<file path="config.mk">
export PLATFORM = sky130hd
export DESIGN_NAME = or32_bus_arbiter
export DESIGN_NICKNAME = d
export VERILOG_FILES = /design/src/rtl/or32_bus_pkg.sv /design/src/rtl/or32_bus_req_slot.sv /design/src/rtl/or32_bus_arbiter.sv
export SDC_FILE = /design/constraint.sdc
export NUM_CORES = 1
export LEC_CHECK = 0
export ABC_AREA = 1
export BUFFER_PORTS_ARGS = -buffer_cell sky130_fd_sc_hd__buf_4
export CAP_MARGIN = 5
export CELL_PAD_IN_SITES_DETAIL_PLACEMENT = 1
export CELL_PAD_IN_SITES_GLOBAL_PLACEMENT = 1
export CORE_UTILIZATION = 36
export CTS_BUF_LIST = sky130_fd_sc_hd__clkbuf_4 sky130_fd_sc_hd__clkbuf_8
export CTS_CLUSTER_DIAMETER = 50
export DETAILED_ROUTE_END_ITERATION = 7
export PLACE_DENSITY_LB_ADDON = 0.3
export SLEW_MARGIN = 20
export SYNTH_ARGS = -nofsm -noshare
export SYNTH_HDL_FRONTEND = slang
export SYNTH_SLANG_ARGS = --single-unit
</file>
<file path="constraint.sdc">
create_clock -name i_clk -period 7.25 [get_ports i_clk]
set_input_delay 0 -clock i_clk [delete_from_list [all_inputs] [get_ports i_clk]]
set_output_delay 0 -clock i_clk [all_outputs]
set_load 0.02 [all_outputs]
</file>
<file path="src/rtl/or32_bus_pkg.sv">
// Shared types for the or32 two-master bus arbiter.
//  - FSM state encoding (ST_IDLE, ST_BUSY)
//  - master id constants M0 (core) and M1 (secondary requester)
//  - req_t: captured request record (addr, dat_w, we)
package or32_bus_pkg;

   localparam int unsigned REQ_AW = 32;
   localparam int unsigned REQ_DW = 32;
   localparam int unsigned REQ_BW = REQ_DW / 8;

   typedef enum logic {
      ST_IDLE = 1'b0,
      ST_BUSY = 1'b1
   } state_e;

   localparam logic M0 = 1'b0;
   localparam logic M1 = 1'b1;

   typedef struct packed {
      logic [REQ_AW-1:0] addr;
      logic [REQ_DW-1:0] dat_w;
      logic [REQ_BW-1:0] we;
   } req_t;

endpackage

</file>
<file path="src/rtl/or32_bus_req_slot.sv">
// One request slot: captures a master's strobe payload and holds it until
// the arbiter frees the slot on completion.
// Ports:
//  i_clk, i_rst        clock, async active-high reset
//  i_stb               one-cycle request strobe from the master
//  i_addr/i_dat_w/i_we request payload, sampled with i_stb
//  i_free              completion of this slot's transaction
//  o_pending           slot occupied (waiting or in flight)
//  o_addr/o_dat_w/o_we captured payload
module or32_bus_req_slot
   import or32_bus_pkg::*;
(
   input  logic              i_clk,
   input  logic              i_rst,
   input  logic              i_stb,
   input  logic [REQ_AW-1:0] i_addr,
   input  logic [REQ_DW-1:0] i_dat_w,
   input  logic [REQ_BW-1:0] i_we,
   input  logic              i_free,
   output logic              o_pending,
   output logic [REQ_AW-1:0] o_addr,
   output logic [REQ_DW-1:0] o_dat_w,
   output logic [REQ_BW-1:0] o_we
);

   logic pending_q;
   req_t req_q;

   // A strobe on an occupied slot is a protocol violation and is dropped.
   always_ff @(posedge i_clk or posedge i_rst) begin
      if (i_rst) begin
         pending_q <= 1'b0;
         req_q     <= '0;
      end else if (i_free) begin
         pending_q <= 1'b0;
      end else if (i_stb && !pending_q) begin
         pending_q   <= 1'b1;
         req_q.addr  <= i_addr;
         req_q.dat_w <= i_dat_w;
         req_q.we    <= i_we;
      end
   end

   assign o_pending = pending_q;
   assign o_addr    = req_q.addr;
   assign o_dat_w   = req_q.dat_w;
   assign o_we      = req_q.we;

endmodule

</file>
<file path="src/rtl/or32_bus_arbiter.sv">
// Two-master, one-slave round-robin arbiter for the or32 strobe/ack bus.
// Each master's strobe is captured in a slot; granted requests are replayed
// on the slave port and the response is routed back to the owner only.
// Ports:
//  i_clk, i_rst                      clock, async active-high reset
//  i_mX_addr/dat_w/we/stb            master X request (X = 0 core, 1 secondary)
//  o_mX_dat_r/o_mX_ack               master X response
//  o_addr/o_dat_w/o_we/o_stb         slave request
//  i_dat_r/i_ack                     slave response
//  o_owner                           master of the current or last transaction
//  o_timeout                         pulse on a forced completion
module or32_bus_arbiter
   import or32_bus_pkg::*;
#(
   parameter int unsigned AW      = 32,
   parameter int unsigned DW      = 32,
   parameter int unsigned TIMEOUT = 0
) (
   input  logic            i_clk,
   input  logic            i_rst,
   input  logic [AW-1:0]   i_m0_addr,
   input  logic [DW-1:0]   i_m0_dat_w,
   input  logic [DW/8-1:0] i_m0_we,
   input  logic            i_m0_stb,
   output logic [DW-1:0]   o_m0_dat_r,
   output logic            o_m0_ack,
   input  logic [AW-1:0]   i_m1_addr,
   input  logic [DW-1:0]   i_m1_dat_w,
   input  logic [DW/8-1:0] i_m1_we,
   input  logic            i_m1_stb,
   output logic [DW-1:0]   o_m1_dat_r,
   output logic            o_m1_ack,
   output logic [AW-1:0]   o_addr,
   output logic [DW-1:0]   o_dat_w,
   output logic [DW/8-1:0] o_we,
   output logic            o_stb,
   input  logic [DW-1:0]   i_dat_r,
   input  logic            i_ack,
   output logic            o_owner,
   output logic            o_timeout
);

   localparam int unsigned BW = DW / 8;
   localparam int unsigned CW = (TIMEOUT > 1) ? $clog2(TIMEOUT) : 1;

   state_e            state_q;
   logic              last_q;
   logic [CW-1:0]     tmo_cnt_q, tmo_cnt_d;

   logic              m0_pend, m1_pend;
   logic [REQ_AW-1:0] m0_addr, m1_addr;
   logic [REQ_DW-1:0] m0_dat_w, m1_dat_w;
   logic [REQ_BW-1:0] m0_we, m1_we;

   logic              grant_c, grant_id_c;
   logic              tmo_hit_c, done_c;
   logic              m0_free_c, m1_free_c;
   logic [REQ_AW-1:0] sel_addr_c;
   logic [REQ_DW-1:0] sel_dat_w_c;
   logic [REQ_BW-1:0] sel_we_c;

   or32_bus_req_slot u_slot_m0 (
      .i_clk     (i_clk),
      .i_rst     (i_rst),
      .i_stb     (i_m0_stb),
      .i_addr    (REQ_AW'(i_m0_addr)),
      .i_dat_w   (REQ_DW'(i_m0_dat_w)),
      .i_we      (REQ_BW'(i_m0_we)),
      .i_free    (m0_free_c),
      .o_pending (m0_pend),
      .o_addr    (m0_addr),
      .o_dat_w   (m0_dat_w),
      .o_we      (m0_we)
   );

   or32_bus_req_slot u_slot_m1 (
      .i_clk     (i_clk),
      .i_rst     (i_rst),
      .i_stb     (i_m1_stb),
      .i_addr    (REQ_AW'(i_m1_addr)),
      .i_dat_w   (REQ_DW'(i_m1_dat_w)),
      .i_we      (REQ_BW'(i_m1_we)),
      .i_free    (m1_free_c),
      .o_pending (m1_pend),
      .o_addr    (m1_addr),
      .o_dat_w   (m1_dat_w),
      .o_we      (m1_we)
   );

   // Grant selection, completion detect and timeout counter next value.
   always_comb begin
      grant_c    = 1'b0;
      grant_id_c = M0;
      if (state_q == ST_IDLE) begin
         if (m0_pend && m1_pend) begin
            grant_c    = 1'b1;
            grant_id_c = ~last_q;
         end else if (m0_pend) begin
            grant_c    = 1'b1;
            grant_id_c = M0;
         end else if (m1_pend) begin
            grant_c    = 1'b1;
            grant_id_c = M1;
         end
      end

      sel_addr_c  = (grant_id_c == M1) ? m1_addr  : m0_addr;
      sel_dat_w_c = (grant_id_c == M1) ? m1_dat_w : m0_dat_w;
      sel_we_c    = (grant_id_c == M1) ? m1_we    : m0_we;

      // A real ack in the expiry cycle wins over the forced completion.
      tmo_hit_c = (TIMEOUT != 0) && (tmo_cnt_q == CW'(TIMEOUT - 1));
      done_c    = (state_q == ST_BUSY) && (i_ack || tmo_hit_c);
      m0_free_c = done_c && (o_owner == M0);
      m1_free_c = done_c && (o_owner == M1);

      tmo_cnt_d = tmo_cnt_q;
      if (grant_c) begin
         tmo_cnt_d = '0;
      end else if ((state_q == ST_BUSY) && !done_c) begin
         tmo_cnt_d = tmo_cnt_q + CW'(1);
      end
   end

   // Arbiter FSM with registered slave and response outputs.
   always_ff @(posedge i_clk or posedge i_rst) begin
      if (i_rst) begin
         state_q    <= ST_IDLE;
         last_q     <= M1;
         tmo_cnt_q  <= '0;
         o_addr     <= '0;
         o_dat_w    <= '0;
         o_we       <= '0;
         o_stb      <= 1'b0;
         o_owner    <= M0;
         o_m0_dat_r <= '0;
         o_m0_ack   <= 1'b0;
         o_m1_dat_r <= '0;
         o_m1_ack   <= 1'b0;
         o_timeout  <= 1'b0;
      end else begin
         o_stb     <= 1'b0;
         o_m0_ack  <= 1'b0;
         o_m1_ack  <= 1'b0;
         o_timeout <= 1'b0;
         tmo_cnt_q <= tmo_cnt_d;
         case (state_q)
            ST_IDLE: begin
               if (grant_c) begin
                  o_addr  <= AW'(sel_addr_c);
                  o_dat_w <= DW'(sel_dat_w_c);
                  o_we    <= BW'(sel_we_c);
                  o_stb   <= 1'b1;
                  o_owner <= grant_id_c;
                  state_q <= ST_BUSY;
               end
            end
            ST_BUSY: begin
               if (done_c) begin
                  if (o_owner == M0) begin
                     o_m0_ack   <= 1'b1;
                     o_m0_dat_r <= i_ack ? i_dat_r : '0;
                  end else begin
                     o_m1_ack   <= 1'b1;
                     o_m1_dat_r <= i_ack ? i_dat_r : '0;
                  end
                  o_timeout <= !i_ack;
                  o_we      <= '0;
                  last_q    <= o_owner;
                  state_q   <= ST_IDLE;
               end
            end
            default: state_q <= ST_IDLE;
         endcase
      end
   end

endmodule

</file>
* Word-level counts from Yosys, hierarchy flattened *
Index checks and enable logic that the tools add are counted.

operators by class
  equal/unequal tests = 2
  reductions and logical operators = 18
  bitwise operators = 5
  muxes and demuxes = 30

operators by type and width
  cell                                           number
  two-way mux 32 bit                             3
  two-way mux 1 bit                              22
  two-way mux 4 bit                              3
  AND reduction 2 bit                            5
  one-hot mux 4 bit (2 select lines)             1
  logical AND 1 bit                              6
  AND reduction 3 bit                            2
  inverter 1 bit                                 5
  nonzero test 2 bit                             2
  zero test 1 bit                                3
  != test 2 x 1 -> 1 bit, second input constant  1
  != test 2 bit, second input constant           1
  one-hot mux 1 bit (2 select lines)             1

word-level totals
  register bits after elaboration = 277
  output and inout bits = 137
  bits of input ports = 173
  logic and storage cells = 75

* Logic depth before layout (Yosys ltp) *
  word-level depth = 7
  mapped depth = 8

* Hierarchy *
From an unflattened synthesis, not the netlist that was laid out.

second synthesis, totals
  cells, all modules = 1448
  area, all modules = 11962.7 um^2

by module, submodules not included
  module             area an instance (um^2)  instances  cells each
  or32_bus_arbiter   6525.0                   1          848
  or32_bus_req_slot  2718.9                   2          300

* Worst setup path before layout *
No wires, ideal clock.

  kind = register to register
  from = register last_q
  to = register o_dat_w[10]
  clock period less this slack = 1.421 ns
  stages on the path, launching flop included = 8
  slack = 5.829 ns
  buffers on the path = 2
  arrival time = 1.303 ns
  required time = 7.132 ns
  library setup time = 0.118 ns
  cell sequence = dfstp_2 > nand2_1 > nand3_1 > buf_2 > buf_2 > nand2_1 > nand3_1 > nand2_1

between the ends
  cells in the longest elaborated chain, start to end = 4

RTL lines
  what                    RTL line                 source
  start, declared         or32_bus_arbiter.sv:47   logic last_q;
  start signal, assigned  or32_bus_arbiter.sv:169  last_q <= o_owner;
  inverter 1 bit          or32_bus_arbiter.sv:97   grant_id_c = ~last_q;
  two-way mux 1 bit       or32_bus_arbiter.sv:95   if (m0_pend && m1_pend) begin
  two-way mux 1 bit       or32_bus_arbiter.sv:94   if (state_q == ST_IDLE) begin
  two-way mux 32 bit      or32_bus_arbiter.sv:108  sel_dat_w_c = (grant_id_c == M1) ? m1_dat_w : m0_dat_w;
  end signal, assigned    or32_bus_arbiter.sv:151  o_dat_w <= DW'(sel_dat_w_c);
  end, declared           or32_bus_arbiter.sv:34   output logic [DW-1:0] o_dat_w,

No other way between the ends.
A chain may end at the register's enable or synchronous reset.

* Worst setup path in the final report *
  from = register u_slot_m0.pending_q (netlist: u_slot_m0.o_pending)
  to = register o_dat_w[16]

between the ends
  cells in the longest elaborated chain, start to end = 4
  elaborated cells on any way between the ends = 9
  classes of those cells = 7 x mux; 2 x reduce/logical

RTL lines
  what                                                       RTL line                                        source
  start, declared                                            or32_bus_req_slot.sv:26                         logic pending_q;
  start signal, assigned                                     or32_bus_req_slot.sv:32                         pending_q <= 1'b0;
  start signal, assigned                                     or32_bus_req_slot.sv:35                         pending_q <= 1'b0;
  start signal, assigned                                     or32_bus_req_slot.sv:37                         pending_q <= 1'b1;
  two-way mux 1 bit or logical AND 1 bit (tied branches)     or32_bus_arbiter.sv:98, or32_bus_arbiter.sv:95
  two-way mux 1 bit                                          or32_bus_arbiter.sv:95
  two-way mux 1 bit                                          or32_bus_arbiter.sv:94
  two-way mux 32 bit or AND reduction 2 bit (tied branches)  --

Parallel ways exist; a longest one is shown, timed or not.

==> key figures <==
Routing
  • Routed len/inst: 18.8 um
  • Remaining antenna violation count: 0
  • # DRC: 0
  • Via Count: 11.5k
  • Post-DR vias/cell: 4.87
  • Routed WL: 44,400 um
  • Initial drt markers: 591
  • First-pass DRT Iterations: 5

Setup path
  • CP Class: reg -> reg
  • Reg-to-reg critical path endpoint: o_dat_w[16]$_DFFE_PP0P_
  • CP Launch Type: register
  • Setup crit end kind: register
  • Crit path required time: 7750 ps
  • Crit-path max FO: 69
  • CP Data Arrival Time: 3260 ps
  • RR Startpoint: u_slot_m0.o_pending$_DFFE_PP0P_
  • Reg2Reg Depth: 5
  • Reg2Reg Setup Slack: 4490 ps

STA
  • Relative slew margins: 0.327
  • RSZ-0062 raised after global routing: false
  • Clock skew: 34.7 ps
  • WHS: 183 ps
  • Least-Margin Pin Slew: 1010 ps
  • Final hold viol count: 0
  • Setup Viol. Count Final: 0
  • Min Tclk post-route: 2760 ps
  • Final TNS setup: 0 ps
  • Final Max Tran Viols: 0
  • Period utilization: 0.381
  • Fmax: 362 MHz

Layout
  • Layout cell share with drive strength beyond 1: 0.218
  • Nets: 2,069
  • Layout fillers: 3,816
  • Most frequent cells in the layout: nand2_1 (545), buf_4 (319), dfrtp_1 (276)
  • FF+latch area: 6930 um^2
  • Commonest non-fill, non-tap cell in the layout: nand2_1
  • Area Overhead vs Synth: 45.5%
  • Multi-input gate area: 3860 um^2

Synth
  • Syn_nets: 1,617
  • Synth Register Bits: 277
  • Yosys top cell area share: 0.584
  • Register area share after synthesis: 0.586
  • Yosys warns: 0
  • Post-Syn Area: 11,800 um^2
  • Cell accounting for the most synthesized area: dfrtp_1
  • Top cells by area, synth: dfrtp_1 (58%), nand2_1 (17%), nand3_1 (12%)
  • Number of distinct library cells after synthesis: 16
  • Synthesized instance count: 1,444
  • Syn Area/Cell: 8.19 um^2

Pwr
  • Pwr Total: 0.00766 W
  • Leak pwr: 9.41 nW
  • Maximum VDD drop: 0.262 mV
  • Pwr/cell area: 445 nW/um^2

Hold path
  • Hold crit path type: in -> async

Placement
  • Final Wtd Congestion: 0.778
  • DP HPWL: 24,400 um
  • Port Buffers: 309

Global route
  • Global-route track usage on met3: 0.0564
  • Initial antenna violation count: 3
  • Largest net degree at the start of global routing: 135
  • Vias in the first global route: 12.8k
  • Total track usage: 0.267
  • GRT Residual Overflow: 0
  • Layer carrying the most global-route usage: met2
  • Grt met2 use: 0.471
  • First-pass GRT wire length: 69,700 um
  • M1 GR Usage: 0.310

Clock tree
  • Setup repair bufs after CTS: 0
  • Clock-pin slew on the worst setup and hold paths: 70 ps
  • CTS root buf: clkbuf_8
  • Total CTS buffers: 49
  • Clk buf depth: 3
  • CTS tree: done
  • Worst-Skew Late Latency: 590 ps
  • # resized after CTS: 0
  • H-tree depth: 2
  • Sinks on Clock Net: 277

Floorplanning
  • Die ar.: 33,600 um^2
  • Die height: 183 um
  • Ports: 310
  • Die span in x: 183 um
  • Core area: 32,000 um^2
  • Row count: 65
  • Initial core utilization: 0.370

Run status
  • Status: finished, final reports clean

Run
  • # Max-Cap Violations: 0
[routing by layer]
layer | part of all wire | up-vias | routed length, um
li1 | - | 5359 | -
met1 | 0.40 | 5678 | 17600
met2 | 0.50 | 383 | 22400
met3 | 0.057 | 122 | 2540
met4 | 0.043 | 0 | 1890
met5 | 0 | - | 0
[power breakdown]
| group | switching, W | leakage, nW | internal (W) | total [W] |
|---|---|---|---|---|
| sequential | 0.000476 | 3.45 | 0.00228 | 0.00276 |
| clock | 0.000683 | 0.560 | 0.000887 | 0.00157 |
| combinational | 0.00217 | 5.40 | 0.00117 | 0.00333 |
| total | 0.00332 | 9.41 | 0.00433 | 0.00766 |
[worst max-delay path: stages (launching register included)]
cell and delay [ps]:
dfrtp_1 460, nand2_4 670, nand3_4 970, nand2_1 310, nand3_1 110, nand2_1 160
[how the worst max path moves through the flow]
stage | from | to | slack (ps) | depth (start not counted)
after floorplan | i_rst | o_addr[0]$_DFFE_PP0P_ | 3590 | 1
after global placement | u_slot_m0.o_pending$_DFFE_PP0P_ | o_addr[31]$_DFFE_PP0P_ | 4570 | 5
after detailed placement | u_slot_m0.o_pending$_DFFE_PP0P_ | o_dat_w[13]$_DFFE_PP0P_ | 4460 | 5
after CTS | u_slot_m0.o_pending$_DFFE_PP0P_ | o_dat_w[8]$_DFFE_PP0P_ | 4450 | 5
after global routing | u_slot_m0.o_pending$_DFFE_PP0P_ | o_addr[17]$_DFFE_PP0P_ | 4220 | 5
final | u_slot_m0.o_pending$_DFFE_PP0P_ | o_dat_w[16]$_DFFE_PP0P_ | 4490 | 5
[area by class of cell]
class	instances	share of cell area
inverter	178	0.0392
tap	435	0.0316
multi-input combinational	898	0.225
sequential	277	0.403
clock inverter	13	0.00727
clock buffer	73	0.0537
timing repair buffer	492	0.240
antenna	3	0.000436
[cells by family (layout without fill, tap and decap cells)]
| kind of cell | Yosys count | count (layout) | share of synthesized area |
|---|---|---|---|
| simple gates | 831 | 831 | 0.294 |
| buf+inv | 269 | 756 | 0.0914 |
| compound gates | 66 | 66 | 0.0279 |
| flops | 277 | 277 | 0.586 |
| other cells | 1 | 4 | 0.000317 |
[synthesized netlist by cell type, drive strengths merged]
| library cell | count |
|---|---|
| nand2 | 549 |
| inv | 178 |
| buf | 50 |
| o21ai | 66 |
| dfrtp | 276 |
| conb | 1 |
| nand3 | 273 |
| clkbuf | 41 |
| nor2 | 9 |
| dfstp | 1 |
[what timing repair did]
action                                  CTS  global route
endpoints found under the setup margin    0             0
hold endpoints to repair                242             0
hold buffers                            172             0
[through the flow]
stage,area [um^2],util,setup WS [ps],cells
after CTS,17200,0.538,4450,2366
after global routing,17200,0.538,4220,2369
final,17200,0.538,4490,2369
after global placement,14400,0.452,4570,2108
after floorplan,11800,-,3590,1444
after detailed placement,14400,0.452,4460,2108
[registers in the layout (all words and copies together) (netlist names), 4 cells and up]
register,flops
o_m0_dat_r,32
o_addr,32
u_slot_m0.o_we,4
u_slot_m0.o_dat_w,32
o_m1_dat_r,32
u_slot_m1.o_dat_w,32
u_slot_m0.o_addr,32
u_slot_m1.o_we,4
u_slot_m1.o_addr,32
o_we,4
o_dat_w,32
No activity file was read; power rests on OpenSTA's default activity.
